## src/rtl/pipe_rotator_pkg.sv

```systemverilog
// Shared types for the pipelined rotator/shifter: operation mode encoding.
package pipe_rotator_pkg;

    localparam int MODE_W = 2;

    typedef enum logic [MODE_W-1:0] {
        MODE_ROR = 2'b00,
        MODE_ROL = 2'b01,
        MODE_SRL = 2'b10,
        MODE_SRA = 2'b11
    } rot_mode_e;

endpackage

```

## src/rtl/pipe_rotator_stage.sv

```systemverilog
// One barrel level: displaces the beat by 2**LEVEL when its amount bit is set, then registers
// it behind a valid/load handshake. Flag ports exist only with PIPE_ROTATOR_FLAGS_EN.
module pipe_rotator_stage
    import pipe_rotator_pkg::*;
#(
    parameter int WIDTH = 32,
    parameter int LOG2W = 5,
    parameter int LEVEL = 0
) (
    input  logic             clk,
    input  logic             rst,
    input  logic             up_valid,
    input  logic [WIDTH-1:0] up_data,
    input  logic [LOG2W-1:0] up_amount,
    input  rot_mode_e        up_mode,
`ifdef PIPE_ROTATOR_FLAGS_EN
    input  logic             up_carry,
    output logic             dn_carry,
    output logic             dn_zero,
`endif
    input  logic             dn_load,
    output logic             load,
    output logic             dn_valid,
    output logic [WIDTH-1:0] dn_data,
    output logic [LOG2W-1:0] dn_amount,
    output rot_mode_e        dn_mode
);

    localparam int SHIFT = 1 << LEVEL;

    logic [WIDTH-1:0] shifted;

    always_comb begin
        // NOTE: default assignment first so every path drives shifted; no latch is inferred.
        shifted = up_data;
        if (up_amount[LEVEL]) begin
            case (up_mode)
                MODE_ROR: shifted = (up_data >> SHIFT) | (up_data << (WIDTH - SHIFT));
                MODE_ROL: shifted = (up_data << SHIFT) | (up_data >> (WIDTH - SHIFT));
                MODE_SRL: shifted = up_data >> SHIFT;
                MODE_SRA: shifted = $signed(up_data) >>> SHIFT;
                default:  shifted = up_data;
            endcase
        end
    end

    // A full stage may refill only while its contents move on the same edge.
    assign load = !dn_valid || dn_load;

    always_ff @(posedge clk or posedge rst) begin
        // NOTE: non-blocking assignments for all registered state so stages update together.
        if (rst) begin
            dn_valid  <= 1'b0;
            dn_data   <= '0;
            dn_amount <= '0;
            dn_mode   <= MODE_ROR;
`ifdef PIPE_ROTATOR_FLAGS_EN
            dn_carry  <= 1'b0;
            dn_zero   <= 1'b0;
`endif
        end else if (load) begin
            dn_valid  <= up_valid;
            dn_data   <= shifted;
            dn_amount <= up_amount;
            dn_mode   <= up_mode;
`ifdef PIPE_ROTATOR_FLAGS_EN
            dn_carry  <= up_carry;
            dn_zero   <= (shifted == '0);
`endif
        end
    end

endmodule

```

## src/rtl/pipe_rotator.sv

```systemverilog
// Pipelined rotate/shift unit: LOG2W registered barrel levels with elastic valid/ready flow.
// Define PIPE_ROTATOR_FLAGS_EN to add the out_zero and out_carry flag outputs.
module pipe_rotator
    import pipe_rotator_pkg::*;
#(
    parameter int WIDTH = 32,
    parameter int LOG2W = $clog2(WIDTH)
) (
    input  logic               clk,
    input  logic               rst,
    input  logic               in_valid,
    output logic               in_ready,
    input  logic [WIDTH-1:0]   in_data,
    input  logic [LOG2W-1:0]   in_amount,
    input  logic [MODE_W-1:0]  in_mode,
    output logic               out_valid,
    input  logic               out_ready,
    output logic [WIDTH-1:0]   out_data
`ifdef PIPE_ROTATOR_FLAGS_EN
    ,
    output logic               out_zero,
    output logic               out_carry
`endif
);

    logic [LOG2W:0]   valid;
    logic [LOG2W:0]   load;
    logic [WIDTH-1:0] data   [LOG2W+1];
    logic [LOG2W-1:0] amount [LOG2W+1];
    rot_mode_e        mode   [LOG2W+1];

    assign valid[0]      = in_valid;
    assign data[0]       = in_data;
    assign amount[0]     = in_amount;
    assign mode[0]       = rot_mode_e'(in_mode);
    assign load[LOG2W]   = out_ready;
    assign in_ready      = load[0];
    assign out_valid     = valid[LOG2W];
    assign out_data      = data[LOG2W];

    logic unused_tail;
    assign unused_tail = ^{amount[LOG2W], mode[LOG2W]};

`ifdef PIPE_ROTATOR_FLAGS_EN
    logic [LOG2W:0]   carry;
    logic [LOG2W-1:0] zero;
    logic [LOG2W-1:0] carry_idx;
    logic             unused_zero;

    // The last bit shifted out is known from the original operand, so it is picked once here.
    assign carry_idx = (mode[0] == MODE_ROL) ? (LOG2W'(0) - in_amount) : (in_amount - LOG2W'(1));
    assign carry[0]  = (in_amount != '0) && in_data[carry_idx];
    assign out_carry = carry[LOG2W];
    assign out_zero  = zero[LOG2W-1];
    assign unused_zero = ^zero[LOG2W-2:0];
`endif

    for (genvar k = 0; k < LOG2W; k++) begin : g_stage
        pipe_rotator_stage #(
            .WIDTH (WIDTH),
            .LOG2W (LOG2W),
            .LEVEL (k)
        ) u_stage (
            .clk       (clk),
            .rst       (rst),
            .up_valid  (valid[k]),
            .up_data   (data[k]),
            .up_amount (amount[k]),
            .up_mode   (mode[k]),
`ifdef PIPE_ROTATOR_FLAGS_EN
            .up_carry  (carry[k]),
            .dn_carry  (carry[k+1]),
            .dn_zero   (zero[k]),
`endif
            .dn_load   (load[k+1]),
            .load      (load[k]),
            .dn_valid  (valid[k+1]),
            .dn_data   (data[k+1]),
            .dn_amount (amount[k+1]),
            .dn_mode   (mode[k+1])
        );
    end

endmodule

```

## config.mk

```make
export PLATFORM = sky130hd
export DESIGN_NAME = pipe_rotator
export DESIGN_NICKNAME = d
export VERILOG_FILES = /design/src/rtl/pipe_rotator_pkg.sv /design/src/rtl/pipe_rotator_stage.sv /design/src/rtl/pipe_rotator.sv
export SDC_FILE = /design/constraint.sdc
export NUM_CORES = 1
export LEC_CHECK = 0
export ABC_AREA = 1
export CAP_MARGIN = 15
export CORE_AREA = 3 3 139 141
export DETAILED_ROUTE_END_ITERATION = 10
export DIE_AREA = 0 0 142 144
export PLACE_DENSITY = 0.91
export SKIP_CTS_REPAIR_TIMING = 1
export SYNTH_ARGS = -nofsm -noshare
export SYNTH_HDL_FRONTEND = slang
export SYNTH_SLANG_ARGS = --single-unit
```

## constraint.sdc

```tcl
create_clock -name clk -period 9.42 [get_ports clk]
set_input_delay 2.826 -clock clk [delete_from_list [all_inputs] [get_ports clk]]
set_output_delay 2.826 -clock clk [all_outputs]
set_load 0.01 [all_outputs]
```

==> impl_metrics.csv <==
group,metric,value,unit
run_status,status,"complete, no violations",
floorplanning,die_h,144,µm
detailed_routing,num_vias,10120,
timing,slew_violations,0,
global_routing,overflow,0,
placement,dp_hpwl,17240,µm
detailed_routing,wl_met3,1400,µm
detailed_routing,wl_per_cell,13.57,µm
clock_network,cts_buffers,17,
worst_setup_path,crit_path_start_kind,"input pin",
detailed_routing,antenna_left,0,
timing,slew_headroom,0.2467,
floorplanning,die_x,142,µm
global_routing,grt_use_total,0.2515,
timing,fmax,0.1325,GHz
detailed_routing,dr.first_iter.drc_count,1071,
clock_network,clock_latency,430,ps
finish,utilization,0.6572,
worst_setup_path,cp.required,6590,ps
detailed_routing,drc,0,
timing,setup_viol_count_final,0,
finish,antenna-diode-count,0,
worst_setup_path,slowest_stage,"clkdlybuf4s50_1",
timing,rsz0062_at_grt,"false",
logic_synthesis,synth_nets,1694,
logic_synthesis,synth_area_per_cell,6.551,µm²
clock_network,cts-htree-levels,4,
timing,setup_tns,0,ps
clock_network,cts.sinks,183,
detailed_routing,wl_met2,12500,µm
clock_network,cts_root_buf,"clkbuf_16",
detailed_routing,drt-total-wl,25330,µm
run,drv_cap,0,
placement,dpl_worst_slack,1868,ps
detailed_routing,met1_length,10750,µm
detailed_routing,routed_via_density,5.421,
timing,finalHoldWorstSlack,481.9,ps
floorplanning,coreArea,0.01809,mm²
timing,finalWorstSetupSlack,1874,ps
global_routing,antenna_found_initial,0,
worst_setup_path,endpoint_kind,"output port",
placement,portBuffers,76,
timing,finClkSkew,5.585,ps
hold_path,hold_path.class,"flip-flop to flip-flop",
timing,timing.final.hold_violations,0,
floorplanning,start_util,0.5980,
worst_setup_path,cpPeakStageDelay,660,ps
clock_network,cts_tree,"yes",
logic_synthesis,yosys.cell_types.count,23,
detailed_routing,dr.max_layer_used,"met4",
timing,worstMarginPinSlew,1130,ps
worst_setup_path,critPathKind,"input pin to output port",
floorplanning,top_level_ports,77,
logic_synthesis,synth_warnings,0,
worst_setup_path,cpMostUsedCell,"clkdlybuf4s50_1",
global_routing,grt_pass1_wl,42840,µm
global_routing,grt_pass1_vias,9001,
worst_setup_path,crit_family,"buffers and inverters",
logic_synthesis,yosysSeqAreaShare,0.4234,
pwr,p_total,3110,µW
finish,drive_gt1_frac,0.02932,
finish,nets,1669,
logic_synthesis,ys_ff_latch,183,
pwr,power_density,261.7,mW/mm²
clock_network,clockBufferDepth,2,
detailed_routing,dr.pass1.iters,6,
clock_network,clk_pin_slew,60,ps
logic_synthesis,synthCells,1651,
placement,globalplace.congestion,0.9077,
logic_synthesis,syn_area,0.01082,mm²
floorplanning,die_area,0.02045,mm²
timing,period_minus_slack,7546,ps
pwr,irDropWorstVdd,0.1372,mV
worst_setup_path,crit_fanout,45,
pwr,p_leak,0.006444,µW
worst_setup_path,path_cells,"clkdlybuf4s50_1, inv_2, nand3_2, nor2_4, nand3_4, clkdlybuf4s50_1",
worst_setup_path,worstPathArrival,4720,ps
finish,area_growth,9.903,%
worst_setup_path,cp.buffers_inverters,3,
timing,min_period_over_period,0.8010,
floorplanning,rows,49,
global_routing,grt_max_degree,104,
-- routing by layer --
metal | up-vias | global-route usage
met5 | - | 0
met4 | 0 | 0.08687
met3 | 49 | 0.03340
met2 | 400 | 0.4355
met1 | 4676 | 0.3268
li1 | 4990 | -
-- worst paths after layout --
path | startpoint | end | slack [ps] | cells after the start
worst max-delay path | out_ready | in_ready | 1870 | 6
max in group asynchronous | rst | g_stage[0].u_stage.dn_data[12] | 4910 | 3
worst min register to register | g_stage[1].u_stage.dn_data[10] | g_stage[1].u_stage.dn_data[10] | 480 | 2
worst max register to register | g_stage[2].u_stage.dn_mode[1] | g_stage[3].u_stage.dn_data[11] | 6750 | 6
worst min-delay path | g_stage[1].u_stage.dn_data[10] | g_stage[1].u_stage.dn_data[10] | 480 | 2
min in group asynchronous | rst | g_stage[4].u_stage.dn_data[4] | 2970 | 2
-- worst register-to-register path, stage by stage (launching register included) --
cell,delay (ps)
dfrtp_1,390
inv_1,310
nand2_1,660
inv_1,860
nand2_1,110
nand3_1,150
a21oi_1,80
-- cells by family (layout without fill, tap and decap cells) --
logic type / count (synthesis) / count (layout) / synth area share
compound gates: 217 / 217 / 0.1006
buf+inv: 358 / 344 / 0.1419
flops: 183 / 183 / 0.4234
simple gates: 893 / 893 / 0.3340
-- through the flow --
step / std cells / cell area [µm²]
4_1_cts: 1866 / 11890
2_1_floorplan: 1651 / 10820
3_3_place_gp: 1836 / 11260
6_report: 1866 / 11890
5_1_grt: 1866 / 11890
3_5_place_dp: 1836 / 11260
-- synthesized netlist by cell type, drive strengths merged --
library cell,count,share of area
nand2,599,0.21
inv,228,0.079
dfrtp,183,0.42
nand3,171,0.081
o21ai,123,0.057
nor2,120,0.043
a21oi,93,0.043
buf,83,0.047
clkbuf,46,0.016
or2,2,0.0012
clkinv,1,0.00035
nand4,1,0.0012
o21bai,1,0.00069
-- sequential cells by signal, summed over array words and instances, names as in the netlist --
register,count
g_stage.u_stage.dn_amount,10
g_stage.u_stage.dn_data,160
g_stage.u_stage.dn_mode,8
g_stage.u_stage.dn_valid,5
-- layout by cell type (no fill, tap or decap) --
cell,instances
clkinv_1,1
nor2_4,2
clkdlybuf4s50_1,76
buf_4,9
nand2_2,1
bufinv_16,4
nor2_2,1
a21oi_1,93
nand3_4,1
o21bai_1,1
o21ai_0,118
clkbuf_8,3
dfrtp_1,183
nand4_2,1
or2_2,2
nor2_1,117
clkinvlp_4,2
nand3_2,1
nand2_1,598
o21ai_1,5
inv_6,1
clkinv_4,1
nand3_1,169
clkbuf_16,17
inv_1,225
inv_2,2
clkbuf_1,3
-- layout make-up --
type | instances | area [µm²]
multi-input combinational | 1110 | 4706
timing repair buffer | 85 | 828.3
clock buffer | 23 | 478.0
inverter | 229 | 864.6
clock inverter | 7 | 143.9
sequential | 183 | 4579
fill | 1538 | 6200
tap | 229 | 286.5
-- report_power, final --
part	switching [µW]	total, µW	internal (µW)
clock network	293	756	463
logic	654	1080	422
registers	225	1280	1050
total	1170	3110	1940
No activity file was read; power rests on OpenSTA's default activity.
